File: config.mk
export PLATFORM = sky130hd
export DESIGN_NAME = branch_predict_resolve_flat
export DESIGN_NICKNAME = d
export VERILOG_FILES = /design/src/rtl/branch_predict_resolve_if.sv /design/src/rtl/branch_predict_resolve.sv /design/src/flat_wrapper.sv
export SDC_FILE = /design/constraint.sdc
export NUM_CORES = 1
export LEC_CHECK = 0
export CAP_MARGIN = 20
export CORE_AREA = 4 4 124 126
export CTS_CLUSTER_SIZE = 24
export DETAILED_ROUTE_END_ITERATION = 12
export DIE_AREA = 0 0 128 130
export GPL_TIMING_DRIVEN = 1
export PLACE_DENSITY_LB_ADDON = 0.05
export SLEW_MARGIN = 20
export SYNTH_ARGS = -nofsm -noshare
export SYNTH_HDL_FRONTEND = slang
export SYNTH_SLANG_ARGS = --single-unit
File: constraint.sdc
create_clock -name CLK -period 4.3 [get_ports CLK]
set_input_delay 1.29 -clock CLK [delete_from_list [all_inputs] [get_ports CLK]]
set_output_delay 1.29 -clock CLK [all_outputs]
set_load 0.05 [all_outputs]
File: src/rtl/branch_predict_resolve_if.sv
// Pipeline-to-branch-unit bus: IF prediction lookup, EX resolution inputs and redirect/statistics outputs.
interface branch_predict_resolve_if #(
    parameter int unsigned XLEN  = 32,
    parameter int unsigned CNT_W = 16
);
    logic [XLEN-1:0]  pred_pc;
    logic             pred_taken;
    logic             ex_valid;
    logic             ex_branch;
    logic             ex_jump;
    logic [2:0]       ex_func3;
    logic [XLEN-1:0]  ex_data1;
    logic [XLEN-1:0]  ex_data2;
    logic [XLEN-1:0]  ex_pc;
    logic [XLEN-1:0]  ex_target;
    logic             ex_pred_taken;
    logic             stall;
    logic             redirect_valid;
    logic [XLEN-1:0]  redirect_pc;
    logic [CNT_W-1:0] mispredict_count;

    modport master (
        output pred_pc, ex_valid, ex_branch, ex_jump, ex_func3, ex_data1, ex_data2,
               ex_pc, ex_target, ex_pred_taken, stall,
        input  pred_taken, redirect_valid, redirect_pc, mispredict_count
    );

    modport slave (
        input  pred_pc, ex_valid, ex_branch, ex_jump, ex_func3, ex_data1, ex_data2,
               ex_pc, ex_target, ex_pred_taken, stall,
        output pred_taken, redirect_valid, redirect_pc, mispredict_count
    );
endinterface

File: src/rtl/branch_predict_resolve.sv
// Branch unit: 2-bit BHT prediction in IF, branch/jump resolution in EX,
// registered one-cycle redirect on mispredict and a saturating mispredict counter.
module branch_predict_resolve #(
    parameter int unsigned XLEN        = 32,
    parameter int unsigned BHT_ENTRIES = 16,
    parameter int unsigned CNT_W       = 16
) (
    input logic CLK,
    input logic RESET,
    branch_predict_resolve_if.slave bus
);
    localparam int unsigned IDX_W = $clog2(BHT_ENTRIES);

    logic [1:0]       bht [BHT_ENTRIES];
    logic             shadow;
    logic [IDX_W-1:0] pred_idx_c;
    logic [IDX_W-1:0] ex_idx_c;
    logic             cond_c;
    logic             actual_taken_c;
    logic             resolve_c;
    logic             branch_only_c;
    logic             mispredict_c;
    logic [1:0]       bht_next_c;
    logic             unused_pc_bits;

    assign pred_idx_c      = bus.pred_pc[IDX_W+1:2];
    assign ex_idx_c        = bus.ex_pc[IDX_W+1:2];
    assign bus.pred_taken  = bht[pred_idx_c][1];
    assign unused_pc_bits  = ^{bus.pred_pc[XLEN-1:IDX_W+2], bus.pred_pc[1:0]};

    // Branch condition on the forwarded operands
    always_comb begin
        cond_c = 1'b0;
        case (bus.ex_func3)
            3'b000:  cond_c = (bus.ex_data1 == bus.ex_data2);
            3'b001:  cond_c = (bus.ex_data1 != bus.ex_data2);
            3'b100:  cond_c = ($signed(bus.ex_data1) <  $signed(bus.ex_data2));
            3'b101:  cond_c = ($signed(bus.ex_data1) >= $signed(bus.ex_data2));
            3'b110:  cond_c = (bus.ex_data1 <  bus.ex_data2);
            3'b111:  cond_c = (bus.ex_data1 >= bus.ex_data2);
            default: cond_c = 1'b0;
        endcase
    end

    // Jumps win over branches and always mispredict since there is no BTB
    always_comb begin
        actual_taken_c = bus.ex_jump | (bus.ex_branch & cond_c);
        branch_only_c  = bus.ex_branch & ~bus.ex_jump;
        resolve_c      = bus.ex_valid & ~bus.stall & ~shadow & (bus.ex_branch | bus.ex_jump);
        mispredict_c   = bus.ex_jump | (actual_taken_c != bus.ex_pred_taken);
        bht_next_c     = bht[ex_idx_c];
        if (actual_taken_c) begin
            if (bht[ex_idx_c] != 2'b11) bht_next_c = bht[ex_idx_c] + 2'b01;
        end else begin
            if (bht[ex_idx_c] != 2'b00) bht_next_c = bht[ex_idx_c] - 2'b01;
        end
    end

    always_ff @(posedge CLK or negedge RESET) begin
        if (!RESET) begin
            for (int i = 0; i < int'(BHT_ENTRIES); i++) bht[i] <= 2'b01;
            shadow               <= 1'b0;
            bus.redirect_valid   <= 1'b0;
            bus.redirect_pc      <= '0;
            bus.mispredict_count <= '0;
        end else begin
            if (resolve_c && branch_only_c) bht[ex_idx_c] <= bht_next_c;
            if (resolve_c && mispredict_c) begin
                bus.redirect_valid <= 1'b1;
                bus.redirect_pc    <= actual_taken_c ? bus.ex_target : (bus.ex_pc + XLEN'(4));
                if (bus.mispredict_count != {CNT_W{1'b1}})
                    bus.mispredict_count <= bus.mispredict_count + CNT_W'(1);
                shadow             <= 1'b1;
            end else begin
                bus.redirect_valid <= 1'b0;
                shadow             <= 1'b0;
            end
        end
    end
endmodule

File: src/flat_wrapper.sv
// flat-port wrapper written by rule: the top's interface ports become plain ports
module branch_predict_resolve_flat 
#(
    parameter int unsigned XLEN        = 32,
    parameter int unsigned BHT_ENTRIES = 16,
    parameter int unsigned CNT_W       = 16
)
  (CLK, RESET, bus_pred_pc, bus_ex_valid, bus_ex_branch, bus_ex_jump, bus_ex_func3, bus_ex_data1, bus_ex_data2, bus_ex_pc, bus_ex_target, bus_ex_pred_taken, bus_stall, bus_pred_taken, bus_redirect_valid, bus_redirect_pc, bus_mispredict_count);
  branch_predict_resolve_if #(.XLEN(XLEN), .CNT_W(CNT_W)) bus_i ();
  input logic CLK;
  input logic RESET;
  input wire logic [$bits(bus_i.pred_pc)-1:0] bus_pred_pc;
  input wire logic [$bits(bus_i.ex_valid)-1:0] bus_ex_valid;
  input wire logic [$bits(bus_i.ex_branch)-1:0] bus_ex_branch;
  input wire logic [$bits(bus_i.ex_jump)-1:0] bus_ex_jump;
  input wire logic [$bits(bus_i.ex_func3)-1:0] bus_ex_func3;
  input wire logic [$bits(bus_i.ex_data1)-1:0] bus_ex_data1;
  input wire logic [$bits(bus_i.ex_data2)-1:0] bus_ex_data2;
  input wire logic [$bits(bus_i.ex_pc)-1:0] bus_ex_pc;
  input wire logic [$bits(bus_i.ex_target)-1:0] bus_ex_target;
  input wire logic [$bits(bus_i.ex_pred_taken)-1:0] bus_ex_pred_taken;
  input wire logic [$bits(bus_i.stall)-1:0] bus_stall;
  output wire logic [$bits(bus_i.pred_taken)-1:0] bus_pred_taken;
  output wire logic [$bits(bus_i.redirect_valid)-1:0] bus_redirect_valid;
  output wire logic [$bits(bus_i.redirect_pc)-1:0] bus_redirect_pc;
  output wire logic [$bits(bus_i.mispredict_count)-1:0] bus_mispredict_count;
  assign bus_i.pred_pc = bus_pred_pc;
  assign bus_i.ex_valid = bus_ex_valid;
  assign bus_i.ex_branch = bus_ex_branch;
  assign bus_i.ex_jump = bus_ex_jump;
  assign bus_i.ex_func3 = bus_ex_func3;
  assign bus_i.ex_data1 = bus_ex_data1;
  assign bus_i.ex_data2 = bus_ex_data2;
  assign bus_i.ex_pc = bus_ex_pc;
  assign bus_i.ex_target = bus_ex_target;
  assign bus_i.ex_pred_taken = bus_ex_pred_taken;
  assign bus_i.stall = bus_stall;
  assign bus_pred_taken = bus_i.pred_taken;
  assign bus_redirect_valid = bus_i.redirect_valid;
  assign bus_redirect_pc = bus_i.redirect_pc;
  assign bus_mispredict_count = bus_i.mispredict_count;
  branch_predict_resolve #(.XLEN(XLEN), .BHT_ENTRIES(BHT_ENTRIES), .CNT_W(CNT_W)) u_core (.CLK(CLK), .RESET(RESET), .bus(bus_i));
endmodule
==> results of run 1 <==
## per-stage QoR
stage / utilization [%] / power [W] / hold WS [ns] / setup slack [ns] / instances
global placement: 55.0 / 0.00224 / 0.487 / -0.356 / 898
global route: 59.8 / 0.00322 / 0.520 / -0.0243 / 920
finish: 59.8 / 0.00308 / 0.505 / 0.0694 / 920
CTS: 57.3 / 0.00306 / 0.508 / 0.000570 / 915
detailed placement: 55.0 / 0.00226 / 0.493 / -0.425 / 898
floorplan: - / 0.00175 / 0.491 / 0.198 / 513
## cell families after synthesis
logic type / Yosys count / share of synthesized area [%]
xor gates and xnor gates: 42 / 6.55
adders and majority gates: 39 / 8.65
muxes: 112 / 25.5
buffers and inverters: 56 / 4.63
DFF: 81 / 36.5
and+or+nand+nor: 141 / 13.2
AOI/OAI and AO/OA: 42 / 5.06
## layout by cell type, fill, tap and decap left out, drive strengths merged, types with 6 or more instances in the layout
cell type / Yosys / routed
ha: 37 / 37
nor3: 11 / 11
mux2i: 6 / 6
mux4: 15 / 15
a31oi: 6 / 6
nand2: 33 / 33
nor2: 16 / 16
dfstp: 16 / 16
a21o: 6 / 6
and3: 7 / 7
dfrtp: 65 / 65
xor2: 8 / 8
a21oi: 17 / 17
mux2: 91 / 91
xnor2: 34 / 34
inv: 39 / 40
and2: 6 / 6
dlymetal6s2s: 0 / 19
clkbuf: 7 / 12
buf: 10 / 33
clkdlybuf4s50: 0 / 169
nand3: 39 / 39
nand4: 13 / 13
## area by class of cell
cell class | instances | area, um^2 | area share [%]
Clock buffer | 10 | 239 | 2.79
Clock inverter | 6 | 65.1 | 0.760
Inverter | 39 | 146 | 1.71
Multi-Input combinational cell | 376 | 3530 | 41.3
Sequential cell | 81 | 2050 | 23.9
Tap cell | 184 | 230 | 2.69
Timing Repair Buffer | 224 | 2300 | 26.9
## layer usage
layer / vias to the layer above / track usage [%] / share of wire (%)
li1: 2287 / - / -
met1: 2251 / 21.8 / 42
met2: 147 / 31.6 / 49
met3: 25 / 4.91 / 6.3
met4: 4 / 4.87 / 1.8
met5: - / 0 / 0.14
## critical path: stages
cell and delay, ns:
clkdlybuf4s50_1 0.48, ha_4 0.31, nand2_2 0.06, nor4_4 0.30
nand4_2 0.19, xor2_1 0.19, o311a_1 0.34, mux2i_2 0.14
buf_4 0.16, a31oi_4 0.09, buf_12 0.16, clkbuf_16 0.15
mux2_4 0.29, mux2_4 0.26
## power groups by stage
stage	Combinational, W	Sequential [W]	Clock, W
2_1_floorplan	0.000325	0.00142	0
3_3_place_gp	0.00124	0.00100	0
3_5_place_dp	0.00125	0.00101	0
4_1_cts	0.00126	0.000995	0.000806
5_1_grt	0.00137	0.00101	0.000838
6_report	0.00130	0.000996	0.000783
## worst paths after layout
| path | depth (start not counted) | slack [ns] | end |
|---|---|---|---|
| worst max-delay path | 14 | 0.07 | u_core.bus.redirect_pc[19]$_DFFE_PN0P_ |
| worst min-delay path | 1 | 0.51 | u_core.bus.redirect_pc[9]$_DFFE_PN0P_ |
| worst max register to register | 4 | 2.03 | u_core.bht[23]$_DFFE_PN0P_ |
| worst min register to register | 1 | 0.51 | u_core.bus.redirect_pc[9]$_DFFE_PN0P_ |
| max in group asynchronous | 1 | 2.78 | u_core.bht[17]$_DFFE_PN0P_ |
| min in group asynchronous | 1 | 0.99 | u_core.bus.mispredict_count[10]$_DFFE_PN0P_ |
## flip-flops by register name, indices dropped and copies added (netlist names)
| signal | count |
|---|---|
| u_core.bht | 32 |
| u_core.bus.mispredict_count | 16 |
| u_core.bus.redirect_pc | 32 |
| u_core.bus.redirect_valid | 1 |
## repair_timing
action / 4_1_cts / 5_1_grt
resized for setup: 5 / 58
setup endpoints to repair: 37 / 74
pin swaps: 0 / 28
hold endpoints to repair: 0 / 0
buffers inserted: 1 / 2
cloned: 0 / 3
==> out/metrics.yaml, run 1 <==
critical_path:
  path_max_fanout: 5
  crit_type: "input port to register"
  cp.arrival_ns: 4.45
  rr_startpoint: "u_core.bht[1]$_DFFE_PN0P_"
  cp-startpoint: "bus_ex_data1[21]"
  crit_required_ns: 4.52
  end_kind: "register"
  start_kind: "input port"
floorplan:
  die_area_um2: 16600
  dieHeight_um: 130
  core_area_um2: 14300
  ios: 220
  start_util_pct: 39.2
  fp.dieW_um: 128
  row_count: 44
power_and_ir_drop:
  switching_share_pct: 36.9
  pwr-share-seq_pct: 32.4
  intPower_w: 0.00194
  p_clk_share_pct: 25.5
  peakVddDrop_mv: 0.227
  pwr-share-comb_pct: 42.2
  power.switching_w: 0.00113
  p_per_area_nw_per_um2: 359
  leakage_nw: 3.77
layout:
  syn2layout_area_growth_pct: 52.4
  antennaDiodeCount: 0
  nets: 938
  drive_above_1_share_pct: 28.7
  final_area_um2: 8560
  fill_cells: 1237
cts:
  ctsHtreeMaxLevel: 3
  clock_latency_ns: 0.34
  ctsHoldBuffers: 0
  cts_tree: "yes"
  clock_path_buffers: 2
  cts.clk_slew.worst_paths_ns: 0.06
  cts.sink_count: 81
  numCtsBuffers: 9
  cts-root-buf: "clkbuf_16"
run_status:
  outcome: "completed"
logic_synthesis:
  synth.top_cells.by_count: "84 x mux2_2, 65 x dfrtp_1, 39 x inv_1, 39 x nand3_1, 37 x ha_1"
  avgSynthCellArea_um2: 10.9
  yosys_warnings: 0
  synth_fp_nets: 720
  yosys.area.top_type: "dfrtp_1"
  ys_types: 46
  synth_area_leaders: "dfrtp_1 29%, mux2_2 17%, ha_1 8.2%"
  yosys_register_bits: 81
  yosysMostFrequentCell: "mux2_2"
  ys_seq_area_share_pct: 36.5
  synth-async-reset-ratio_pct: 100
  postSynthCellCount: 513
  yosys_most_used_dff: "dfrtp_1"
  syn_area_um2: 5620
  synth_edf_count: 0
  synth_top_area_share_pct: 29.0
detailed_routing:
  drt_iter0_markers: 204
  route.detailed.drc: 0
  drt-vias-per-instance: 5.12
  drt-total-wl_mm: 15.6
  routedWlPerCell_um: 16.9
  vias: 4714
  antenna_left: 0
  drt_pass1_iterations: 4
timing:
  max_freq_mhz: 236
  tightest_slew_ns: 0.758
  hold_viol_final: 0
  fin_skew_ns: 0.00900
  fin_crit_ns: 4.23
  finalCritPeriodShare_pct: 98.4
  max_slew_margin_pct: 49.5
  tns_ns: 0
  setup_viol: 0
  final_max_slew_viol_count: 0
grt:
  grt_max_degree: 82
  gr-total-overflow: 0
  grt_pass1_vias: 4947
  antenna_found_initial: 2
  grt_pass1_wl_mm: 24.1
  grtUsageTotal_pct: 18.0
place:
  detailed_place_hpwl_mm: 11.8
  place_area_um2: 7870
  routabilityCongestion: 0.809
  io_buffers: 191
hold_path:
  hold_class: "register to register"
  min_from: "u_core.bus.redirect_pc[9]$_DFFE_PN0P_"
run:
  drv_cap: 0
Note: power is estimated with default switching activity, not from simulation.
==> run 2: changes to the inputs <==
--- a/config.mk
+++ b/config.mk
@@ -11,7 +11,7 @@
 export DETAILED_ROUTE_END_ITERATION = 12
 export DIE_AREA = 0 0 128 130
 export GPL_TIMING_DRIVEN = 1
-export PLACE_DENSITY_LB_ADDON = 0.05
+export PLACE_DENSITY = 0.79
 export SLEW_MARGIN = 20
 export SYNTH_ARGS = -nofsm -noshare
 export SYNTH_HDL_FRONTEND = slang
==> constraint.sdc (replaced) <==
create_clock -name CLK -period 5.44 [get_ports CLK]
set_input_delay 1.632 -clock CLK [delete_from_list [all_inputs] [get_ports CLK]]
set_output_delay 1.632 -clock CLK [all_outputs]
set_load 0.05 [all_outputs]
==> run 2 against run 1 <==
  * Design area down 6.6%
  * Hold slack lost 0.0072 ns
  * Final cell count down 2.7%
  * Sequential power is 21% lower
  * Via count increased by 0.36%
  * Routed wire length decreased by 2.2%
  * Total power shrank 24%
  * Combinational power fell by 25%
  * Global-route usage rose by 0.49 points
  * Die area unchanged
  * Largest power group unchanged
==> out/metrics.yaml, run 2 (synthesized netlist as in run 1, its figures left out) <==
critical_path:
  crit_type: "input port to primary output"  # was input port to register
  r2r_cells: 5  # was 4
  end_kind: "primary output"  # was register
  crit_required_ns: 3.81  # was 4.52 ns
  r2r_end: "u_core.bht[1]$_DFFE_PN0P_"  # was u_core.bht[23]$_DFFE_PN0P_
  rr_startpoint: "u_core.bus.redirect_valid$_DFF_PN0_"  # was u_core.bht[1]$_DFFE_PN0P_
  slowest_delay_ns: 0.64  # was 0.48 ns
  start_kind: "input port"  # unchanged
  cp_slowest_cell: "clkdlybuf4s50_1"  # unchanged
  regToRegSetupSlack_ns: 2.99  # was 2.03 ns
  path_cells: "clkdlybuf4s50_1 > mux4_2 > mux4_2 > buf_4"  # was clkdlybuf4s50_1 > ha_4 > nand2_2 > nor4_4 > nand4_2 > xor2_1 > o311a_1 > mux2i_2 > buf_4 > a31oi_4 > buf_12 > clkbuf_16 > mux2_4 > mux2_4
  cp_common_cell: "mux4_2"  # was mux2_4
  path_max_fanout: 4  # was 5
  cp.arrival_ns: 3.54  # was 4.45 ns
layout:
  nets: 913  # was 938
  antennaDiodeCount: 0  # unchanged
  reg.largest.list: "u_core.bht x32, u_core.bus.redirect_pc x32, u_core.bus.mispredict_count x16"  # unchanged
  syn2layout_area_growth_pct: 42.4  # was 52.4%
  fill_cells: 1199  # was 1237
  final_cells: 895  # was 920
  multi_input_area_um2: 3310  # was 3530 um^2
  register_area_um2: 2050  # unchanged
  layout_common_cells: "189 x clkdlybuf4s50_1, 84 x mux2_2, 65 x dfrtp_1, 39 x inv_1, 39 x nand3_1"  # was 169 x clkdlybuf4s50_1, 82 x mux2_2, 65 x dfrtp_1, 39 x nand3_1, 34 x xnor2_1
  mostFrequentLayoutCell: "clkdlybuf4s50_1"  # unchanged
  drive_above_1_share_pct: 21.0  # was 28.7%
timing:
  fin_crit_ns: 5.17
  final_max_slew_viol_count: 0  # unchanged
  max_freq_mhz: 193
  finalCritPeriodShare_pct: 95.1
  layout_setup_ws_ns: 0.267  # was 0.0694 ns
  setup_viol: 0  # unchanged
  tightest_slew_ns: 0.956  # was 0.758 ns
  tns_ns: 0  # unchanged
  fin_skew_ns: 0.00726  # was 0.00900 ns
  max_slew_margin_pct: 36.0  # was 49.5%
  rsz0062_at_grt: "no"
  hold_viol_final: 0  # unchanged
detailed_routing:
  drt-vias-per-instance: 5.29  # was 5.12
  drt_pass1_iterations: 4  # unchanged
  drt_iter0_markers: 235  # was 204
  drt-total-wl_mm: 15.2  # was 15.6 mm
  route.detailed.drc: 0  # unchanged
  routedWlPerCell_um: 17.0  # was 16.9 um
  vias: 4731  # was 4714
  antenna_left: 0  # unchanged
power_and_ir_drop:
  leakage_nw: 3.41  # was 3.77 nW
  p_per_area_nw_per_um2: 293  # was 359 nW/um^2
  intPower_w: 0.00148  # was 0.00194 W
  power.switching_w: 0.000864  # was 0.00113 W
  p_clk_share_pct: 24.6  # was 25.5%
  pwr-share-seq_pct: 33.8  # was 32.4%
  switching_share_pct: 36.9  # about the same
  pwr-share-comb_pct: 41.6  # was 42.2%
  peakVddDrop_mv: 0.176  # was 0.227 mV
cts:
  numCtsBuffers: 9  # unchanged
  cts_tree: "yes"  # unchanged
  clock_path_buffers: 2  # unchanged
  cts-root-buf: "clkbuf_16"  # unchanged
  post-cts-setup-buffers: 0  # was 1
  ctsHoldBuffers: 0  # unchanged
  cts.sink_count: 81  # unchanged
  post_cts_resized: 0  # was 5
  ctsHtreeMaxLevel: 3  # unchanged
  cts.clk_slew.worst_paths_ns: 0.06  # about the same
  clock_latency_ns: 0.33  # was 0.34 ns
grt:
  grt_pass1_vias: 5053  # was 4947
  grtUsageTotal_pct: 18.5  # was 18.0%
  grt_pass1_wl_mm: 25.0  # was 24.1 mm
  gr-total-overflow: 0  # unchanged
  antenna_found_initial: 0  # was 2
  grt_max_degree: 82  # unchanged
run_status:
  outcome: "completed"  # unchanged
floorplan:
  core_area_um2: 14300  # unchanged
  dieHeight_um: 130  # unchanged
  row_count: 44  # unchanged
  ios: 220  # unchanged
  start_util_pct: 39.2  # unchanged
  die_area_um2: 16600  # unchanged
  fp.dieW_um: 128  # unchanged
hold_path:
  hold-path-cell-count: 1  # unchanged
  min_from: "u_core.bus.mispredict_count[10]$_DFFE_PN0P_"  # was u_core.bus.redirect_pc[9]$_DFFE_PN0P_
  hold_end: "u_core.bus.mispredict_count[10]$_DFFE_PN0P_"  # was u_core.bus.redirect_pc[9]$_DFFE_PN0P_
  hold_class: "register to register"  # unchanged
place:
  place_inst: 879  # was 898
  routabilityCongestion: 0.878  # was 0.809
  io_buffers: 191  # unchanged
  detailed_place_hpwl_mm: 12.0  # was 11.8 mm
  place_ws_ns: 0.237  # was -0.425 ns
run:
  drv_cap: 0  # unchanged
[run 2: cell count changes in the layout (fill, tap and decap cells not counted), sizes merged]
cell,change
buf,-23
bufinv,-1
clkbuf,+3
clkdlybuf4s50,+20
clkinv,-3
clkinvlp,-1
dlygate4sd2,-1
dlymetal6s2s,-19
[run 2: how the worst max path moves through the flow]
stage                         start                                endpoint  slack, ns  cells past startpoint
floorplan           bus_ex_data2[5]  u_core.bus.redirect_pc[26]$_DFFE_PN0P_        1.0                     13
global placement     bus_pred_pc[2]                          bus_pred_taken       0.27                      4
detailed placement   bus_pred_pc[2]                          bus_pred_taken       0.24                      4
CTS                  bus_pred_pc[2]                          bus_pred_taken       0.23                      4
global route         bus_pred_pc[2]                          bus_pred_taken       0.23                      4
finish               bus_pred_pc[2]                          bus_pred_taken       0.27                      4
[run 2: critical path: cells and delay by family]
| kind | cells | cell delay, ns |
|---|---|---|
| muxes | 2 | 1.06 |
| buffers and inverters | 2 | 0.84 |
[run 2: layout make-up]
type,count,area share [%]
multi-input combinational,376,41.4
sequential,81,25.6
timing repair buffer,199,24.7
clock buffer,15,3.47
tap,184,2.88
inverter,39,1.83
clock inverter,1,0.110
[run 2: power groups by stage]
stage	Combinational [W]	Clock (W)	Sequential [W]
detailed placement	0.000978	0	0.000798
global route	0.00103	0.000619	0.000802
floorplan	0.000257	0	0.00112
finish	0.000973	0.000577	0.000791
global placement	0.000959	0	0.000788
CTS	0.000981	0.000593	0.000789
[run 2: routing by layer]
metal / GRT usage (%) / vias to the layer above / routed length, um
met2: 32.9 / 158 / 7640
met1: 21.9 / 2322 / 6150
met3: 5.16 / 19 / 1170
met5: 0 / - / 0
li1: - / 2232 / -
met4: 5.31 / 0 / 248
[run 2: per-stage QoR]
stage                     area (um^2)  util (%)  hold slack, ns  power (W)
after detailed placement         7700      53.8           0.490    0.00178
after CTS                        7990      55.8           0.502    0.00236
after global placement           7700      53.8           0.482    0.00175
after floorplan                  5620         -           0.491    0.00138
after global routing             7990      55.8           0.510    0.00245
final                            7990      55.8           0.498    0.00234
